`config.mk`:
```
export PLATFORM = sky130hd
export DESIGN_NAME = alu_req_arbiter
export DESIGN_NICKNAME = d
export VERILOG_FILES = /design/src/rtl/alu_req_arbiter.sv
export SDC_FILE = /design/constraint.sdc
export NUM_CORES = 1
export LEC_CHECK = 0
export CAP_MARGIN = 20
export CORE_MARGIN = 5
export CORE_UTILIZATION = 45
export DETAILED_ROUTE_END_ITERATION = 10
export PLACE_DENSITY = 0.86
export SYNTH_ARGS = -nofsm -noshare
export SYNTH_HDL_FRONTEND = slang
export SYNTH_SLANG_ARGS = --single-unit
```
`constraint.sdc`:
```
create_clock -name clk -period 2.6 [get_ports clk]
set_input_delay 0.52 -clock clk [delete_from_list [all_inputs] [get_ports clk]]
set_output_delay 0.52 -clock clk [all_outputs]
set_load 0.05 [all_outputs]
```
`src/rtl/alu_req_arbiter.sv`:
```
// alu_req_arbiter: shares one 8-bit ALU between two requesters with round-robin grant
//
// Ports:
//   clk, rst                      clock, synchronous active-high reset
//   req_valid[1:0], req_ready[1:0] request handshake, bit i = requester i
//   req_opcode[9:0]               {req1 opcode, req0 opcode}, 5 bits each
//   req_a[15:0], req_b[15:0]      {req1 operand, req0 operand}, 8 bits each
//   resp_valid, resp_ready        response handshake
//   resp_id, resp_result, resp_flags, resp_err   response payload
//   alu_enable, alu_input_ready   one-cycle issue strobe to the ALU
//   alu_opcode, alu_a, alu_b      latched operation
//   alu_carry_in, alu_borrow_in   granted requester's stored carry/borrow
//   alu_result, alu_result_ready, alu_flags      ALU return path
//
// Build option: define ALU_ARB_FIXED_PRIO_EN to make requester 0 win every tie
// (requester 1 can then starve); otherwise ties alternate round-robin.
module alu_req_arbiter #(
   parameter int TIMEOUT = 16,
   parameter int NUM_OPS = 20
) (
   input  logic        clk,
   input  logic        rst,
   input  logic [1:0]  req_valid,
   output logic [1:0]  req_ready,
   input  logic [9:0]  req_opcode,
   input  logic [15:0] req_a,
   input  logic [15:0] req_b,
   output logic        resp_valid,
   input  logic        resp_ready,
   output logic        resp_id,
   output logic [7:0]  resp_result,
   output logic [5:0]  resp_flags,
   output logic        resp_err,
   output logic        alu_enable,
   output logic        alu_input_ready,
   output logic [4:0]  alu_opcode,
   output logic [7:0]  alu_a,
   output logic [7:0]  alu_b,
   output logic        alu_carry_in,
   output logic        alu_borrow_in,
   input  logic [7:0]  alu_result,
   input  logic        alu_result_ready,
   input  logic [5:0]  alu_flags
);
   localparam logic [1:0] IDLE = 2'd0, ISSUE = 2'd1, WAIT = 2'd2, RESP = 2'd3;
   localparam int CW = $clog2(TIMEOUT);
   localparam logic [CW-1:0] TLAST = CW'(TIMEOUT - 1);
   localparam logic [5:0] NOPS = 6'(NUM_OPS);
   logic [1:0] state;
   logic id, last_grant, gnt, legal;
   logic [1:0] carry_reg, borrow_reg;
   logic [CW-1:0] cnt, cnt_nxt;
   logic [4:0] op_sel;
`ifdef ALU_ARB_FIXED_PRIO_EN
   assign gnt = ~req_valid[0];
`else
   // on a tie the requester that was not served last goes next
   assign gnt = &req_valid ? ~last_grant : req_valid[1];
`endif
   assign op_sel = gnt ? req_opcode[9:5] : req_opcode[4:0];
   assign legal = {1'b0, op_sel} < NOPS;
   assign cnt_nxt = cnt + 1'b1;
   assign req_ready = (!rst && state == IDLE && |req_valid) ? (gnt ? 2'b10 : 2'b01) : 2'b00;
   assign resp_valid = state == RESP;
   assign resp_id = id;
   assign alu_enable = state == ISSUE;
   assign alu_input_ready = state == ISSUE;
   assign alu_carry_in = carry_reg[id];
   assign alu_borrow_in = borrow_reg[id];
   always_ff @(posedge clk) begin
      if (rst) begin
         state       <= IDLE;
         id          <= 1'b0;
         last_grant  <= 1'b1;
         carry_reg   <= 2'b00;
         borrow_reg  <= 2'b00;
         cnt         <= '0;
         alu_opcode  <= 5'd0;
         alu_a       <= 8'd0;
         alu_b       <= 8'd0;
         resp_result <= 8'd0;
         resp_flags  <= 6'd0;
         resp_err    <= 1'b0;
      end else begin
         case (state)
            IDLE: if (|req_valid) begin
               id          <= gnt;
               alu_opcode  <= op_sel;
               alu_a       <= gnt ? req_a[15:8] : req_a[7:0];
               alu_b       <= gnt ? req_b[15:8] : req_b[7:0];
               resp_result <= 8'd0;
               resp_flags  <= 6'd0;
               resp_err    <= ~legal;
               state       <= legal ? ISSUE : RESP;
            end
            ISSUE: begin
               cnt   <= '0;
               state <= WAIT;
            end
            // a result arriving on the timeout cycle still wins
            WAIT: if (alu_result_ready) begin
               resp_result <= alu_result;
               resp_flags  <= alu_flags;
               state       <= RESP;
            end else if (cnt_nxt == TLAST) begin
               resp_err <= 1'b1;
               state    <= RESP;
            end else begin
               cnt <= cnt_nxt;
            end
            RESP: if (resp_ready) begin
               if (!resp_err) begin
                  carry_reg[id]  <= resp_flags[0];
                  borrow_reg[id] <= resp_flags[1];
               end
               last_grant <= id;
               state      <= IDLE;
            end
            default: state <= IDLE;
         endcase
      end
   end
endmodule

```
==> results of run 1 <==
[stage by stage]
stage | power [uW] | hold WS (ns)
detailed placement | 2860 | 0.444
global placement | 2830 | 0.439
global route | 3560 | 0.473
CTS | 3390 | 0.456
finish | 3360 | 0.453
floorplan | 2270 | 0.434
[layout make-up]
| cell class | count | area (sq um) |
|---|---|---|
| fillers | 422 | 1520 |
| multi-input cells | 184 | 1250 |
| clock buffers | 6 | 72.6 |
| inverters | 6 | 22.5 |
| clock inverters | 2 | 35.0 |
| flip-flops and latches | 48 | 961 |
| well taps | 70 | 87.6 |
| repair buffers | 112 | 1120 |
[per-layer routing]
| layer | track usage | routed length [um] | vias to the layer above |
|---|---|---|---|
| met2 | 0.324 | 3020 | 85 |
| met3 | 0.0921 | 711 | 6 |
| met1 | 0.202 | 2420 | 1015 |
| met5 | 0 | 0 | - |
| met4 | 0.0482 | 38 | 0 |
| li1 | - | - | 1146 |
[placed cells by master (no fill, tap or decap), types with 2 or more instances in the layout]
cell,count
nor2_1,29
buf_12,2
clkbuf_8,5
nand3_1,4
ha_1,6
clkdlybuf4s50_1,103
o2111ai_1,2
nand2b_1,3
nand2_1,19
inv_1,6
mux2_2,3
nand4_1,16
dfxtp_1,48
nor3_1,3
o21ai_0,4
a211oi_1,21
mux2i_1,27
o211ai_1,7
buf_4,7
a21oi_1,18
[worst register-to-register path, cell delays in order (launching register included)]
cell and delay, ns:
dfxtp_1 0.43, inv_1 0.09, ha_1 0.26, and4b_1 0.26
nand2b_4 0.18, or4_1 0.50, a31oi_1 0.13
[cells by family (layout without fill, tap and decap cells)]
family          count (synthesis)  after routing
flops                          48             48
compound gates                 62             62
fa+ha+maj                       6              6
simple gates                   86             86
mux                            30             30
buf+inv                        28            126
[power groups by stage]
stage	sequential [uW]	clock, uW	combinational (uW)
6_report	1020	527	1820
3_3_place_gp	1030	0	1800
2_1_floorplan	1540	0	728
4_1_cts	1020	545	1830
5_1_grt	1040	576	1940
3_5_place_dp	1040	0	1820
[worst max path at each step]
stage	startpoint	end	depth (start not counted)
final	resp_id	alu_carry_in	2
after global routing	state[0]	req_ready[0]	5
after floorplan	req_valid[1]	req_ready[0]	4
after detailed placement	req_valid[0]	req_ready[0]	4
after CTS	resp_id	alu_borrow_in	2
after global placement	req_valid[0]	req_ready[0]	4
==> out/metrics.cfg, run 1 <==
[timing]
setup_viol=0
post-route-period-util=0.911
clock.fmax_mhz=422
setup_ws_ns=0.232
finalHoldViolCount=0
fin_skew_ns=0.00528
relSlewSlack=0.627
tns_ns=0
rsz0062_at_grt=no
drv_slew=0
tightest_slew_ns=0.557
min_period_ns=2.37

[synthesis]
synth-simple-area-share=0.185
synth_async_sr_flop_share=0
muxShareOfSynthArea=0.130
synth_most_common_cell=dfxtp_1
synth_warnings=0
syn_avg_cell_area_sq_um=8.97
synthAdderAreaFrac=0.0322
synth-compound-area-share=0.184
synth.distinct_cells=43
synth_top_family_by_area=simple AND/OR/NAND/NOR gates
ys_seq_area_frac=0.412
syn-num-nets=328
synth_edf_count=0
yosys.area.top_type=dfxtp_1
synth_area_sq_um=2330
yosys-top-cells-area=dfxtp_1 (41%), mux2i_1 (12%), a211oi_1 (6.8%)
synth_xor_area_frac=0
yosys_register_bits=48
synth_top_cell_area_share=0.412
syn_inst=260
synth_top_cells_by_count=dfxtp_1 (48), nor2_1 (29), mux2i_1 (27)
dominantRegCellSynth=dfxtp_1

[global_route]
overflow=0
grtUsageTotal=0.187
grt_pass1_vias=2175
grt_antenna_before_repair=0
grt_max_degree=44
grt_pass1_wl_um=9720

[placement]
routabilityCongestion=0.948
dpl_cell_area_sq_um=3450
place_ws_ns=0.305
dp_hpwl_um=4870
port_buffers=105
dp_cells=420

[hold_path]
min-delay-start=resp_result[0]
min_to=resp_result[0]
hold_class=reg2reg
worstHoldPathCells=2

[floorplan]
rows=26
dieArea_sq_um=6730
coreArea_sq_um=5070
pin_count=106
fp.dieH_um=82.0
fp.dieW_um=82.0
initial_core_util=0.460

[final_layout]
final_core_util=0.700
finalInstanceArea_sq_um=3550
biggestRegsByFlops=alu_a (8), alu_b (8), resp_result (8)
n_antenna_cell=0
drive_gt1_frac=0.0726
nets=425
stdcell_count=428
syn2layout_area_growth_pct=52.3

[critical_path]
cp_cell_sequence=mux2_2, clkdlybuf4s50_1
slowest_delay_ns=0.70
worstReg2RegEnd=cnt[3]
path_max_fanout=7
critPathSlowestCell=clkdlybuf4s50_1
crit_buf_inv=1
crit_family=buffers and inverters
criticalPathCategory=reg2out
reg2reg_slack_ns=0.69
worstPathArrival_ns=1.85
crit_path_end_kind=output port
r2r-start=cnt[0]
critPathLaunchType=flip-flop
r2r_cells=6
required_ns=2.08

[detailed_routing]
ant_nets=0
drt-pass1-iter-count=4
dr.first_iter.drc_count=125
drt_wl_total_um=6190
vias=2252
vias_per_cell=5.26
drcViolationCount=0
wl_per_cell_um=14.5

[power_and_ir_drop]
p_sw_frac=0.455
p_comb_frac=0.540
switching_power_uw=1530
power_frac_seq=0.303
power_density_nw_per_um2=946
ir_worst_vdd_mv=0.685
power_leakage_uw=0.00130
power.internal_uw=1830
p_clk_frac=0.157

[clock_network]
cts_tree=built
cts.clk_slew.worst_paths_ns=0.09
cts_setup_buffers=0
cts_hold_buf=0
clock_sinks=48
root_buffer=clkbuf_8
clkLatencyLatePin_ns=0.30
cts_buffer_depth=2
cts_buffers=5
cts_resized=0
cts_max_level=2

[outcome]
status=complete, no violations

[job]
cap_violations=0

Power figures use the tool's default switching activity.
==> inputs of run 2 (changes only) <==
PLACE_DENSITY = 0.95   (was 0.86)
==> run 2 against run 1 <==
Hold slack is essentially flat. Sequential share of layout area shrank 0.16 points. Combinational power is essentially flat. Die area is the same. Sequential power is essentially flat. First-iteration DRC count grew 75%. Non-clock buffer count grew 1. Cell area grew 0.60%. Worst setup slack lost 0.028 ns. Clock-buffer cell count is the same. Critical path type unchanged. Critical endpoint unchanged. Largest power group unchanged.
==> out/metrics.cfg, run 2 (synthesized netlist as in run 1, its figures left out) <==
[outcome]
status=complete, no violations

[hold_path]
min-delay-start=resp_flags[4]
worstHoldPathCells=2
hold_class=reg2reg
min_to=resp_flags[4]

[placement]
dpl_cell_area_sq_um=3450
place_ws_ns=0.260
dp_cells=421
routabilityCongestion=0.854
dp_hpwl_um=5430
port_buffers=105

[timing]
tightest_slew_ns=0.542
fin_skew_ns=0.00731
clock.fmax_mhz=418
drv_slew=0
setup_viol=0
min_period_ns=2.40
finalHoldViolCount=0
relSlewSlack=0.638
rsz0062_at_grt=no
post-route-period-util=0.921
tns_ns=0
setup_ws_ns=0.205

[final_layout]
syn2layout_area_growth_pct=53.2
nets=426
n_antenna_cell=0
final_core_util=0.705
drive_gt1_frac=0.0780
fill_cells=388
final_cell_mix=clkdlybuf4s50_1 (103), dfxtp_1 (48), nor2_1 (29)
biggestRegsByFlops=alu_a (8), alu_b (8), resp_result (8)
final_common_cell=clkdlybuf4s50_1
finalInstanceArea_sq_um=3580
stdcell_count=429

[detailed_routing]
drt-pass1-iter-count=4
vias=2395
ant_nets=0
drt_wl_total_um=7140
wl_per_cell_um=16.7
dr.first_iter.drc_count=219
drcViolationCount=0
vias_per_cell=5.58

[global_route]
overflow=0
grtUsageTotal=0.212
grt_pass1_wl_um=10900
grt_pass1_vias=2392
grt_max_degree=44
grt_antenna_before_repair=0

[critical_path]
critPathLaunchType=flip-flop
r2r_cells=6
cp_cell_sequence=mux2_2, clkdlybuf4s50_1
critPathSlowestCell=clkdlybuf4s50_1
crit_buf_inv=1
cp.depth=2
crit_path_end_kind=output port
reg2reg_slack_ns=0.67
required_ns=2.08
r2r-start=cnt[0]
crit_family=buffers and inverters
slowest_delay_ns=0.71
worstPathArrival_ns=1.88
path_max_fanout=7
worstReg2RegEnd=cnt[3]
criticalPathCategory=reg2out

[floorplan]
dieArea_sq_um=6730
coreArea_sq_um=5070
pin_count=106
fp.dieH_um=82.0
fp.dieW_um=82.0
rows=26
initial_core_util=0.460

[clock_network]
clock_sinks=48
cts.clk_slew.worst_paths_ns=0.09
cts_tree=built
cts_buffers=5
cts_setup_buffers=0
cts_resized=0
clkLatencyLatePin_ns=0.30
cts_max_level=2
cts_buffer_depth=2
cts_hold_buf=0
root_buffer=clkbuf_8

[power_and_ir_drop]
ir_worst_vdd_mv=0.678
power_density_nw_per_um2=965
power_leakage_uw=0.00132

[job]
cap_violations=0

-- run 2: cell types whose count changed in the layout (fill, tap and decap cells not counted), sizes merged --
cell  delta
buf      +1
-- run 2: worst register-to-register path, stage by stage (launching register included) --
cell and delay (ns):
dfxtp_1 0.44, inv_1 0.09, ha_1 0.26, and4b_1 0.26
nand2b_4 0.18, or4_1 0.50, a31oi_1 0.13
-- run 2: report_power, final --
part | internal, uW | switching, uW | leakage (uW)
registers | 908 | 124 | 0.000393
logic | 641 | 1210 | 0.000861
clock network | 315 | 253 | 0.0000614
total | 1860 | 1590 | 0.00132
-- run 2: per-layer routing --
metal	GRT usage	vias up	routed length, um
li1	-	1144	-
met1	0.222	1112	2600
met2	0.379	123	3620
met3	0.0844	16	764
met4	0.0831	0	163
met5	0	-	0
-- run 2: metrics by stage --
step | hold slack, ns | total power [uW]
6_report | 0.453 | 3450
5_1_grt | 0.470 | 3620
4_1_cts | 0.456 | 3460
3_5_place_dp | 0.444 | 2880
3_3_place_gp | 0.438 | 2820
2_1_floorplan | 0.434 | 2270
-- run 2: worst max-delay path by stage --
stage / slack [ns] / end / startpoint
4_1_cts: 0.20 / alu_carry_in / resp_id
2_1_floorplan: 0.01 / req_ready[0] / req_valid[1]
5_1_grt: 0.13 / alu_carry_in / resp_id
3_5_place_dp: 0.26 / req_ready[0] / req_valid[0]
3_3_place_gp: 0.29 / req_ready[0] / req_valid[0]
6_report: 0.20 / alu_carry_in / resp_id
-- run 2: area by class of cell --
| cell class | count | area, sq um | share of cell area |
|---|---|---|---|
| multi-input combinational | 184 | 1250 | 0.350 |
| timing repair buffer | 113 | 1130 | 0.316 |
| sequential | 48 | 961 | 0.269 |
| tap | 70 | 87.6 | 0.0245 |
| clock buffer | 6 | 82.6 | 0.0231 |
| clock inverter | 2 | 38.8 | 0.0108 |
| inverter | 6 | 22.5 | 0.00630 |
